`src/rtl/gpr_wb_arb_pkg.sv`:
```
// rtl/gpr_wb_arb_pkg.sv - shared register-file bus types and polarity constants
package gpr_wb_arb_pkg;

  localparam int REG_NUM = 32;

  typedef logic [4:0]  RegAddrBus;
  typedef logic [31:0] WordDataBus;

  localparam logic ENABLE_N     = 1'b0;
  localparam logic DISABLE_N    = 1'b1;
  localparam logic RESET_ENABLE = 1'b1;

endpackage

```
`src/rtl/gpr_wb_arb_if.sv`:
```
// rtl/gpr_wb_arb_if.sv - write-back arbiter bus: pipeline, long-latency, scoreboard and GPR write port
interface gpr_wb_arb_if #(
  parameter int ADDR_W = 5,
  parameter int DATA_W = 32
);
  logic              pipe_we_n;
  logic [ADDR_W-1:0] pipe_addr;
  logic [DATA_W-1:0] pipe_data;
  logic              lu_valid;
  logic              lu_ready;
  logic [ADDR_W-1:0] lu_addr;
  logic [DATA_W-1:0] lu_data;
  logic              issue_en;
  logic [ADDR_W-1:0] issue_addr;
  logic [ADDR_W-1:0] chk_addr_0;
  logic [ADDR_W-1:0] chk_addr_1;
  logic              chk_busy_0;
  logic              chk_busy_1;
  logic              stall_req;
  logic              gpr_we_n;
  logic [ADDR_W-1:0] gpr_wr_addr;
  logic [DATA_W-1:0] gpr_wr_data;

  modport master (
    output pipe_we_n, pipe_addr, pipe_data,
    output lu_valid, lu_addr, lu_data,
    output issue_en, issue_addr, chk_addr_0, chk_addr_1,
    input  lu_ready, chk_busy_0, chk_busy_1, stall_req,
    input  gpr_we_n, gpr_wr_addr, gpr_wr_data
  );

  modport slave (
    input  pipe_we_n, pipe_addr, pipe_data,
    input  lu_valid, lu_addr, lu_data,
    input  issue_en, issue_addr, chk_addr_0, chk_addr_1,
    output lu_ready, chk_busy_0, chk_busy_1, stall_req,
    output gpr_we_n, gpr_wr_addr, gpr_wr_data
  );
endinterface

```
`src/rtl/gpr_wb_fifo.sv`:
```
// rtl/gpr_wb_fifo.sv - synchronous FIFO for buffered long-latency results
module gpr_wb_fifo
  import gpr_wb_arb_pkg::*;
#(
  parameter int DEPTH = 2,
  parameter int WIDTH = 37
) (
  input  logic             clk,
  input  logic             reset,
  input  logic             push,
  input  logic             pop,
  input  logic [WIDTH-1:0] push_data,
  output logic             full,
  output logic             empty,
  output logic [WIDTH-1:0] head
);
  localparam int IW = $clog2(DEPTH);
  localparam int PW = IW + 1;

  logic [PW-1:0]    wr_ptr, rd_ptr;
  logic [WIDTH-1:0] mem [DEPTH];
  logic             do_push, do_pop;

  // Extra pointer MSB distinguishes full from empty when the indices match.
  assign empty   = (wr_ptr == rd_ptr);
  assign full    = (wr_ptr[IW] != rd_ptr[IW]) && (wr_ptr[IW-1:0] == rd_ptr[IW-1:0]);
  assign do_pop  = pop && !empty;
  assign do_push = push && (!full || do_pop);
  assign head    = mem[rd_ptr[IW-1:0]];

  always_ff @(posedge clk) begin
    if (reset == RESET_ENABLE) begin
      wr_ptr <= '0;
      rd_ptr <= '0;
    end else begin
      if (do_push) wr_ptr <= wr_ptr + PW'(1);
      if (do_pop)  rd_ptr <= rd_ptr + PW'(1);
    end
  end

  always_ff @(posedge clk) begin
    if (do_push && (reset != RESET_ENABLE)) mem[wr_ptr[IW-1:0]] <= push_data;
  end

endmodule

```
`src/rtl/gpr_wb_arb.sv`:
```
// rtl/gpr_wb_arb.sv - GPR write-port arbiter with long-latency FIFO and pending scoreboard; option GPR_WB_R0_ZERO_EN
module gpr_wb_arb #(
  parameter int REG_NUM    = gpr_wb_arb_pkg::REG_NUM,
  parameter int ADDR_W     = $bits(gpr_wb_arb_pkg::RegAddrBus),
  parameter int DATA_W     = $bits(gpr_wb_arb_pkg::WordDataBus),
  parameter int FIFO_DEPTH = 2,
  parameter int STARVE_LIM = 4
) (
  input logic         clk,
  input logic         reset,
  gpr_wb_arb_if.slave bus
);
  import gpr_wb_arb_pkg::*;

  localparam int CW = $clog2(STARVE_LIM + 1);
`ifdef GPR_WB_R0_ZERO_EN
  localparam bit R0_ZERO = 1'b1;
`else
  localparam bit R0_ZERO = 1'b0;
`endif

  logic              fifo_full, fifo_empty;
  logic              pipe_win, push, pop, issue_set;
  logic [ADDR_W-1:0] head_addr;
  logic [DATA_W-1:0] head_data;
  logic [REG_NUM-1:0] busy_q, busy_d;
  logic [CW-1:0]     cnt_q, cnt_d;
  logic              stall_q;
  logic              we_n_q, we_n_d;
  logic [ADDR_W-1:0] addr_q, addr_d;
  logic [DATA_W-1:0] data_q, data_d;

  assign pipe_win     = (bus.pipe_we_n == ENABLE_N);
  assign bus.lu_ready = (reset != RESET_ENABLE) && !fifo_full;
  assign push         = bus.lu_valid && bus.lu_ready;
  assign pop          = !pipe_win && !fifo_empty;
  assign issue_set    = bus.issue_en && !(R0_ZERO && bus.issue_addr == '0);

  gpr_wb_fifo #(
    .DEPTH (FIFO_DEPTH),
    .WIDTH (ADDR_W + DATA_W)
  ) u_fifo (
    .clk       (clk),
    .reset     (reset),
    .push      (push),
    .pop       (pop),
    .push_data ({bus.lu_addr, bus.lu_data}),
    .full      (fifo_full),
    .empty     (fifo_empty),
    .head      ({head_addr, head_data})
  );

  // Issue is applied after the pop clear so a same-address re-issue stays pending.
  always_comb begin
    busy_d = busy_q;
    if (pop)       busy_d[head_addr]      = 1'b0;
    if (issue_set) busy_d[bus.issue_addr] = 1'b1;
  end

  always_comb begin
    cnt_d = cnt_q;
    if (fifo_empty || pop)                        cnt_d = '0;
    else if (pipe_win && cnt_q < CW'(STARVE_LIM)) cnt_d = cnt_q + CW'(1);
  end

  always_comb begin
    we_n_d = DISABLE_N;
    addr_d = addr_q;
    data_d = data_q;
    if (pipe_win) begin
      we_n_d = (R0_ZERO && bus.pipe_addr == '0) ? DISABLE_N : ENABLE_N;
      addr_d = bus.pipe_addr;
      data_d = bus.pipe_data;
    end else if (pop) begin
      we_n_d = (R0_ZERO && head_addr == '0) ? DISABLE_N : ENABLE_N;
      addr_d = head_addr;
      data_d = head_data;
    end
  end

  always_ff @(posedge clk) begin
    if (reset == RESET_ENABLE) begin
      busy_q  <= '0;
      cnt_q   <= '0;
      stall_q <= 1'b0;
      we_n_q  <= DISABLE_N;
      addr_q  <= '0;
      data_q  <= '0;
    end else begin
      busy_q  <= busy_d;
      cnt_q   <= cnt_d;
      stall_q <= (cnt_d >= CW'(STARVE_LIM));
      we_n_q  <= we_n_d;
      addr_q  <= addr_d;
      data_q  <= data_d;
    end
  end

  assign bus.chk_busy_0  = busy_q[bus.chk_addr_0];
  assign bus.chk_busy_1  = busy_q[bus.chk_addr_1];
  assign bus.stall_req   = stall_q;
  assign bus.gpr_we_n    = we_n_q;
  assign bus.gpr_wr_addr = addr_q;
  assign bus.gpr_wr_data = data_q;

endmodule
```
`src/flat_wrapper.sv`:
```
// flat-port wrapper written by rule: the top's interface ports become plain ports
module gpr_wb_arb_flat import gpr_wb_arb_pkg::*;
#(
  parameter int REG_NUM    = gpr_wb_arb_pkg::REG_NUM,
  parameter int ADDR_W     = $bits(gpr_wb_arb_pkg::RegAddrBus),
  parameter int DATA_W     = $bits(gpr_wb_arb_pkg::WordDataBus),
  parameter int FIFO_DEPTH = 2,
  parameter int STARVE_LIM = 4
)
  (clk, reset, bus_pipe_we_n, bus_pipe_addr, bus_pipe_data, bus_lu_valid, bus_lu_addr, bus_lu_data, bus_issue_en, bus_issue_addr, bus_chk_addr_0, bus_chk_addr_1, bus_lu_ready, bus_chk_busy_0, bus_chk_busy_1, bus_stall_req, bus_gpr_we_n, bus_gpr_wr_addr, bus_gpr_wr_data);
  gpr_wb_arb_if #(.ADDR_W(ADDR_W), .DATA_W(DATA_W)) bus_i ();
  input logic clk;
  input logic reset;
  input wire logic [$bits(bus_i.pipe_we_n)-1:0] bus_pipe_we_n;
  input wire logic [$bits(bus_i.pipe_addr)-1:0] bus_pipe_addr;
  input wire logic [$bits(bus_i.pipe_data)-1:0] bus_pipe_data;
  input wire logic [$bits(bus_i.lu_valid)-1:0] bus_lu_valid;
  input wire logic [$bits(bus_i.lu_addr)-1:0] bus_lu_addr;
  input wire logic [$bits(bus_i.lu_data)-1:0] bus_lu_data;
  input wire logic [$bits(bus_i.issue_en)-1:0] bus_issue_en;
  input wire logic [$bits(bus_i.issue_addr)-1:0] bus_issue_addr;
  input wire logic [$bits(bus_i.chk_addr_0)-1:0] bus_chk_addr_0;
  input wire logic [$bits(bus_i.chk_addr_1)-1:0] bus_chk_addr_1;
  output wire logic [$bits(bus_i.lu_ready)-1:0] bus_lu_ready;
  output wire logic [$bits(bus_i.chk_busy_0)-1:0] bus_chk_busy_0;
  output wire logic [$bits(bus_i.chk_busy_1)-1:0] bus_chk_busy_1;
  output wire logic [$bits(bus_i.stall_req)-1:0] bus_stall_req;
  output wire logic [$bits(bus_i.gpr_we_n)-1:0] bus_gpr_we_n;
  output wire logic [$bits(bus_i.gpr_wr_addr)-1:0] bus_gpr_wr_addr;
  output wire logic [$bits(bus_i.gpr_wr_data)-1:0] bus_gpr_wr_data;
  assign bus_i.pipe_we_n = bus_pipe_we_n;
  assign bus_i.pipe_addr = bus_pipe_addr;
  assign bus_i.pipe_data = bus_pipe_data;
  assign bus_i.lu_valid = bus_lu_valid;
  assign bus_i.lu_addr = bus_lu_addr;
  assign bus_i.lu_data = bus_lu_data;
  assign bus_i.issue_en = bus_issue_en;
  assign bus_i.issue_addr = bus_issue_addr;
  assign bus_i.chk_addr_0 = bus_chk_addr_0;
  assign bus_i.chk_addr_1 = bus_chk_addr_1;
  assign bus_lu_ready = bus_i.lu_ready;
  assign bus_chk_busy_0 = bus_i.chk_busy_0;
  assign bus_chk_busy_1 = bus_i.chk_busy_1;
  assign bus_stall_req = bus_i.stall_req;
  assign bus_gpr_we_n = bus_i.gpr_we_n;
  assign bus_gpr_wr_addr = bus_i.gpr_wr_addr;
  assign bus_gpr_wr_data = bus_i.gpr_wr_data;
  gpr_wb_arb #(.REG_NUM(REG_NUM), .ADDR_W(ADDR_W), .DATA_W(DATA_W), .FIFO_DEPTH(FIFO_DEPTH), .STARVE_LIM(STARVE_LIM)) u_core (.clk(clk), .reset(reset), .bus(bus_i));
endmodule
```
`config.mk`:
```
export PLATFORM = sky130hd
export DESIGN_NAME = gpr_wb_arb_flat
export DESIGN_NICKNAME = d
export VERILOG_FILES = /design/src/rtl/gpr_wb_arb_pkg.sv /design/src/rtl/gpr_wb_arb_if.sv /design/src/rtl/gpr_wb_fifo.sv /design/src/rtl/gpr_wb_arb.sv /design/src/flat_wrapper.sv
export SDC_FILE = /design/constraint.sdc
export NUM_CORES = 1
export LEC_CHECK = 0
export ABC_AREA = 1
export CAP_MARGIN = 20
export CORE_AREA = 2 2 82 163
export DETAILED_ROUTE_END_ITERATION = 8
export DIE_AREA = 0 0 84 165
export PLACE_DENSITY = 0.84
export SETUP_SLACK_MARGIN = 0.3
export SYNTH_ARGS = -nofsm -noshare
export SYNTH_HDL_FRONTEND = slang
export SYNTH_SLANG_ARGS = --single-unit
```
`constraint.sdc`:
```
create_clock -name clk -period 9.4 [get_ports clk]
set_input_delay 2.35 -clock clk [delete_from_list [all_inputs] [get_ports clk]]
set_output_delay 2.35 -clock clk [all_outputs]
set_load 0.01 [all_outputs]
```
After elaboration in Yosys (flattened, before gate mapping)
Memory sizes are Yosys's and may differ from the RTL's. A register that Yosys moved wholly into a read port is not among the register bits.
Index checks and enable logic that the tools add are counted.
Word-level totals
  bits in registers: 78
  RAM bits: 74
  input bits: 94
  output and inout bits: 42
  word-level logic and storage cells: 65
  memories: 1
Memories
  u_core.u_fifo.mem: depth 2, bits a word 37, rd ports 1, clocked after Yosys merged registers in 1, wr ports 1, line gpr_wb_fifo.sv:21  | logic [WIDTH-1:0] mem [DEPTH];
Operators by class
  add/sub/neg operators: 3
  magnitude comparators: 8
  equality and inequality tests: 4
  muxes and demuxes: 22
  bitwise logic cells: 5
  reduce and logical (&&, ||, !) cells: 14
Operator list (number)
  32-bit two-way mux: 4
  32-bit AND: 1
  32-bit NOT: 1
  32-bit bitwise OR: 1
  5-bit by 6-bit < comparator with 1-bit output (second input constant): 4
  1-bit binary-select mux with 5-bit select: 2
  1-bit demux with 5-bit select: 2
  5-bit by 1-bit >= comparator with 1-bit output (second input constant): 2
  1-bit logical AND: 10
  1-bit two-way mux: 10
  5-bit two-way mux: 2
  3-bit two-way mux: 2
  2-bit by 1-bit adder with 2-bit output (second input constant): 2
  3-bit by 1-bit adder with 3-bit output (second input constant): 1
  3-bit >= comparator (second input constant): 1
  3-bit < comparator (second input constant): 1
  2-bit == test: 1
  1-bit logical NOT: 2
  1-bit logical OR: 2
  2-bit by 1-bit inequality test with 1-bit output (second input constant): 1
  1-bit NOT: 2
  1-bit == test: 1
  1-bit inequality test: 1

Logic depth before layout (Yosys ltp)
Gate-level depths: netlist of the first run.
  word-level depth: 9
  gate-level depth with buffers: 11
  mapped depth without buffers: 9

By module
Synthesis of the first run repeated with hierarchy kept, for this count alone.
Second synthesis, totals
  cell total of the unflattened synthesis: 771
  area, all modules: 6789.0 um^2
By module, submodules not included
  gpr_wb_arb: times used 1, cells each 614, area each 3832.4 um^2, seq. area each 1461.4 um^2
  gpr_wb_fifo: times used 1, cells each 157, area each 2956.6 um^2, seq. area each 2322.2 um^2

Worst setup path before layout of the first run
OpenSTA, ideal clock, no wires.
  kind: input-to-output
  from: input port bus_chk_addr_1[0]
  to: output port bus_chk_busy_1
  data arrival time: 3267 ps
  required time: 7050 ps
  setup slack: 3783 ps
  stages: 11
  buffers on the path: 2
  cell sequence: buf_2 -> inv_1 -> buf_2 -> nand2_1 -> nand3_1 -> nand3_1 -> nand2_1 -> nand2_1 -> nand2_1 -> nand2_1 -> nand2_1
On the way
  longest elaborated chain between the ends: 2
RTL lines
  from (decl): line flat_wrapper.sv:23  | input wire logic [$bits(bus_i.chk_addr_1)-1:0] bus_chk_addr_1;
  1-bit binary-select mux with 5-bit select: line gpr_wb_arb.sv:100  | assign bus.chk_busy_1 = busy_q[bus.chk_addr_1];
  1-bit two-way mux (not written as such): line gpr_wb_arb.sv:100
  to (decl): line flat_wrapper.sv:26  | output wire logic [$bits(bus_i.chk_busy_1)-1:0] bus_chk_busy_1;
Every way passes these cells. The select of a mux whose other input is x is not followed.

Worst setup path in the final report of the first run
  from: input port bus_chk_addr_0[0]
  to: output port bus_chk_busy_0
On the way
  longest elaborated chain between the ends: 2
RTL lines
  from (decl): line flat_wrapper.sv:22  | input wire logic [$bits(bus_i.chk_addr_0)-1:0] bus_chk_addr_0;
  1-bit binary-select mux with 5-bit select: line gpr_wb_arb.sv:99  | assign bus.chk_busy_0 = busy_q[bus.chk_addr_0];
  1-bit two-way mux (not written as such): line gpr_wb_arb.sv:99
  to (decl): line flat_wrapper.sv:25  | output wire logic [$bits(bus_i.chk_busy_0)-1:0] bus_chk_busy_0;
Every way passes these cells. The select of a mux whose other input is x is not followed.

==> results of run 1 <==
-- through the flow --
stage / utilization / instances
CTS: 0.709 / 1105
global route: 0.713 / 1107
detailed placement: 0.662 / 1073
floorplan: - / 824
global placement: 0.662 / 1073
finish: 0.713 / 1107
-- sequential cells by signal (all words and copies together) (netlist names), named ones only --
register and cells:
u_core.u_fifo.mem 74, u_core.bus.gpr_wr_data 32, u_core.busy_q 32, u_core.bus.gpr_wr_addr 5
u_core.cnt_q 2, u_core.u_fifo.rd_ptr 2, u_core.u_fifo.wr_ptr 2, u_core.bus.gpr_we_n 1
u_core.bus.stall_req 1
-- final timing paths --
check,to,slack (ns)
max,bus_chk_busy_0,2.39
max reg2reg,u_core.busy_q[20],6.97
min,u_core.bus.gpr_wr_data[28],0.46
min reg2reg,u_core.bus.gpr_wr_data[28],0.46
-- layer usage --
layer | vias to the layer above | track usage | part of all wire
li1 | 2996 | - | -
met1 | 2941 | 0.296 | 0.33
met2 | 323 | 0.544 | 0.54
met3 | 95 | 0.0520 | 0.054
met4 | 0 | 0.230 | 0.082
met5 | - | 0 | 0
-- tightest hold or removal path: stages (launching register included) --
cell     delay, ns
dfxtp_1       0.31
nand2_1       0.06
a21oi_1       0.05
-- logic make-up after synthesis --
logic type                 Yosys count  synth area share
buffers and inverters              101            0.0650
DFF                                152             0.544
adders and majority gates            1           0.00180
AOI/OAI and AO/OA                  168             0.149
xor gates and xnor gates             5           0.00738
and+or+nand+nor                    397             0.233
-- area by class of cell --
cell class                      count  share of cell area
Clock buffer                       17              0.0475
Inverter                           62              0.0260
Tap cell                          150              0.0210
Timing Repair Buffer              140               0.158
Clock inverter                     15              0.0189
Multi-Input combinational cell    571               0.306
Sequential cell                   152               0.423
-- power by group --
group | leakage (uW) | internal (uW) | switching, uW | total [uW]
Combinational | 0.00160 | 111 | 160 | 271
Clock | 0.000285 | 398 | 285 | 683
Sequential | 0.00132 | 731 | 19.5 | 750
Total | 0.00320 | 1240 | 465 | 1700
-- synth_stat cells, drive strengths merged --
master / instances
xnor2: 3
ha: 1
xor2: 2
o211ai: 14
dfxtp: 78
o21bai: 32
a21oi: 62
o2bb2ai: 18
clkinv: 1
nor2: 67
nand3: 74
clkbuf: 17
buf: 22
edfxtp: 74
a21boi: 5
nand2: 247
o21ai: 37
nor3: 9
inv: 61
==> metrics.txt, run 1 <==
PostCTS Resize Cnt=0; DRT Wirelength=20,700 um; Max Cap Viol=0; Worst Reg2Reg Path Length in Cells=7; most frequent cells in the layout=nand2_1 (245), clkdlybuf4s50_1 (134), dfxtp_1 (78), edfxtp_1 (74), nand3_1 (73); Via Count=6,355; Setup CP Type=primary input to output pin; Net count, final=1,039; Synth Instances=824; share of layout cells above drive strength 1=0.0522; Tcrit/Tclk final=0.746; synthesized net count=919; synthesized area=6950 um^2; # setup viols final=0; final worst slack=2.39 ns; First DRT Iteration DRCs=328; I/O pins=136; Die X=84 um; outcome=complete, no violations; Least-Margin Pin Slew=1.05 ns; ranking of synthesized cells by area=edfxtp_1 (32%), dfxtp_1 (22%), nand2_1 (13%), nand3_1 (5.3%), a21oi_1 (4.5%); total CTS buffers=17; clock sinks=152; VDD IR max=0.262 mV; post-detail-place hpwl=14,100 um; CP most frequent cell=nand2_1; Starting Density=0.554; vias in the first global route=6,318; Yosys top cell by area=edfxtp_1; number of buffers and inverters on the critical path=3; DRC errors left=0; cells along the critical path=clkdlybuf4s50_1 -> inv_1 -> nand2_1 -> nand3_1 -> nand3_1 -> nand2_1 -> nand2_1 -> nand2_1 -> nand2_1 -> nand2_1 -> clkdlybuf4s50_1; Yosys top cell area share=0.320; Final Max Tran Viols=0; Die Area=13,900 um^2; final hold vios=0; port buffer count=135; HP Start=u_core.bus.gpr_wr_data[28]; clock buffer depth=2; core footprint=12,600 um^2; Worst setup SP type=primary input; max incr delay on CP=0.73 ns; Hold Path Stages=2; ant diodes=0; Storage cell area=3780 um^2; Finished Cell Area=8950 um^2; first-pass GRT wire length=31,600 um; die outline height=165 um; Synth Area per Inst=8.44 um^2; TritonCTS clock tree=done; register area share after synthesis=0.544; crit-path max FO=17; pin count of the biggest net entering global routing=60; Layout Area Growth over Synthesis=28.7%; Hold/Removal Path Class=flip-flop to flip-flop; Clock Skew=0.00971 ns; synthesized flop and latch total=152; cell at the slowest stage of the critical path=clkdlybuf4s50_1; worst setup path start=bus_chk_addr_0[0]; Period minus WS final=7.01 ns; commonest non-fill, non-tap cell in the layout=nand2_1; CP Capture Type=output pin; DRT antenna net count=0; cell family with most CP delay=buffers and inverters; DP Worst Slack=2.38 ns; DRT Pass-1 Iters=5; Root Driver=clkbuf_16; GR Util All Layers=0.299; RSZ-0062 raised after global routing=no; fmax=0.143 GHz; htree depth=4; Rel. slew slack=0.295; Multi-input gate area=2730 um^2; vias per cell=5.74; Worst-path clk slew=0.06 ns; leakage=0.00320 uW; Power Total=1700 uW; num rows=58; Ys Warns=0; critical path arrival=4.66 ns; Avg WL per Cell=18.7 um; Placed Area=8310 um^2; Clock Latency Late Sink=0.42 ns; hold_buf cts=0; Data required, critical path=7.05 ns; GR Overflow Total=0; Filler cells=977; global placement routability congestion=1.04; worst hold margin=0.463 ns; postcts setup bufs=0; Unique masters post-synth=29; Pwr Density=190 nW/um^2; initial antenna violation count=0; total negative slack=0 ns; Crit. path cell count=11
Note: power is estimated with default switching activity, not from simulation.
==> inputs of run 2 (changes only) <==
- CORE_AREA: 2 2 82 163 -> 2 2 90 178
- DIE_AREA: 0 0 84 165 -> 0 0 92 180
- PLACE_DENSITY: 0.84 -> 0.75
- clock period: 9.4 -> 6.25 ns (I/O delays scaled with it)
==> run 2 against run 1 <==
Sequential power increased by 51%. Hold slack got worse by 0.0020 ns. Core utilization decreased by 12 points. Cell count increased by 4.6%. Worst setup slack got worse by 1.5 ns. Combinational power increased by 51%. Clock power increased by 46%. Register-to-register slack got worse by 3.2 ns. Largest cell class unchanged.
==> metrics.txt, run 2 (synthesis gave the netlist of run 1 again) <==
cell at the slowest stage of the critical path=clkdlybuf4s50_1; Least-Margin Pin Slew=1.11 ns; pin count of the biggest net entering global routing=59; final hold vios=0; most frequent cells in the layout=nand2_1 (245), clkdlybuf4s50_1 (134), dfxtp_1 (78), edfxtp_1 (74), nand3_1 (73); max incr delay on CP=0.67 ns; htree depth=4; vias per cell=5.40; DRT Pass-1 Iters=7; critical path arrival=3.79 ns; postcts setup bufs=0; Setup CP Type=primary input to output pin; DRT antenna net count=0; Final Non-Filler Cells=1,158; Rel. slew slack=0.252; HP Start=u_core.bus.gpr_wr_data[10]; initial antenna violation count=0; Hold Path Stages=2; GR Overflow Total=0; commonest non-fill, non-tap cell in the layout=nand2_1; Max Cap Viol=0; die outline height=180 um; cells along the critical path=clkdlybuf4s50_1 -> inv_1 -> nand2_1 -> nand3_1 -> nand3_1 -> nand2_1 -> nand2_1 -> nand2_1 -> nand2_1 -> nand2_1 -> clkdlybuf4s50_1; worst setup path start=bus_chk_addr_0[0]; clock sinks=152; first-pass GRT wire length=33,100 um; Storage cell area=3780 um^2; Finished Cell Area=9020 um^2; clock buffer depth=2; hold_buf cts=0; Filler cells=1,371; global placement routability congestion=1.08; Die Area=16,600 um^2; leakage=0.00322 uW; share of layout cells above drive strength 1=0.0563; Die X=92 um; Clock Skew=0.0153 ns; I/O pins=136; num rows=64; R2R Setup Slk=3.72 ns; port buffer count=135; Multi-input gate area=2730 um^2; CP most frequent cell=nand2_1; Final Max Tran Viols=0; Hold EP=u_core.bus.gpr_wr_data[10]; # setup viols final=0; DRC errors left=0; VDD IR max=0.215 mV; Clock Latency Late Sink=0.43 ns; Placed Cells=1,123; ant diodes=0; Period minus WS final=5.35 ns; Via Count=6,248; Tcrit/Tclk final=0.856; Root Driver=clkbuf_16; total negative slack=0 ns; worst r2r dst=u_core.busy_q[15]; GR Util All Layers=0.262; Starting Density=0.457; max reg flops=74; Worst-path clk slew=0.07 ns; Pwr Density=282 nW/um^2; crit-path max FO=17; PostCTS Resize Cnt=0; DRT Wirelength=21,200 um; vias in the first global route=6,285; CP Capture Type=output pin; fmax=0.187 GHz; TritonCTS clock tree=done; post-detail-place hpwl=14,700 um; Data required, critical path=4.69 ns; Net count, final=1,042; Placed Area=8380 um^2; Avg WL per Cell=18.3 um; First DRT Iteration DRCs=286; Layout Area Growth over Synthesis=29.7%; Worst setup SP type=primary input; RSZ-0062 raised after global routing=no; total CTS buffers=17; core footprint=15,200 um^2; outcome=complete, no violations; Worst Reg2Reg Path Length in Cells=8; Hold/Removal Path Class=flip-flop to flip-flop
## run 2: report_power, final
| part | internal, uW | switching, uW | total (uW) |
|---|---|---|---|
| combinational | 169 | 241 | 410 |
| sequential | 1100 | 29.2 | 1130 |
| clock | 534 | 466 | 1000 |
| total | 1800 | 737 | 2540 |
## run 2: worst max-delay path: cells and delay by family
| family | cells | cell delay [ns] |
|---|---|---|
| AND/OR/NAND/NOR | 8 | 0.55 |
| buffers and inverters | 3 | 1.66 |
## run 2: final cells by class
type | count | area share
Clock buffer | 17 | 0.0472
Sequential cell | 152 | 0.420
Inverter | 62 | 0.0258
Tap cell | 198 | 0.0275
Multi-Input combinational cell | 571 | 0.303
Timing Repair Buffer | 143 | 0.160
Clock inverter | 15 | 0.0171
## run 2: metrics by stage
step | setup WS [ns] | util | total power [uW] | hold WS (ns)
after CTS | 0.879 | 0.589 | 2550 | 0.464
final | 0.901 | 0.593 | 2540 | 0.461
after detailed placement | 0.886 | 0.551 | 1550 | 0.453
after global routing | 0.680 | 0.593 | 2640 | 0.488
after global placement | 0.919 | 0.551 | 1550 | 0.448
after floorplan | 2.21 | - | 1370 | 0.452
## run 2: worst max-delay path by stage
| stage | depth (start not counted) | endpoint | slack [ns] |
|---|---|---|---|
| 2_1_floorplan | 11 | bus_chk_busy_1 | 2.21 |
| 3_3_place_gp | 11 | bus_chk_busy_0 | 0.92 |
| 3_5_place_dp | 11 | bus_chk_busy_0 | 0.89 |
| 4_1_cts | 11 | bus_chk_busy_0 | 0.88 |
| 5_1_grt | 11 | bus_chk_busy_0 | 0.68 |
| 6_report | 11 | bus_chk_busy_0 | 0.90 |
## run 2: metal layers
layer  vias up  wire [um]  track usage
li1       3010          -            -
met1      2915       7140        0.274
met2       257      11500        0.470
met3        66       1200       0.0436
met4         0       1380        0.174
met5         -          0            0
==> inputs of run 3 (changes only) <==
- HOLD_SLACK_MARGIN: default -> 0.02
==> results of run 3 <==
No change in the layout: final DEF, timing and power equal those of run 2.
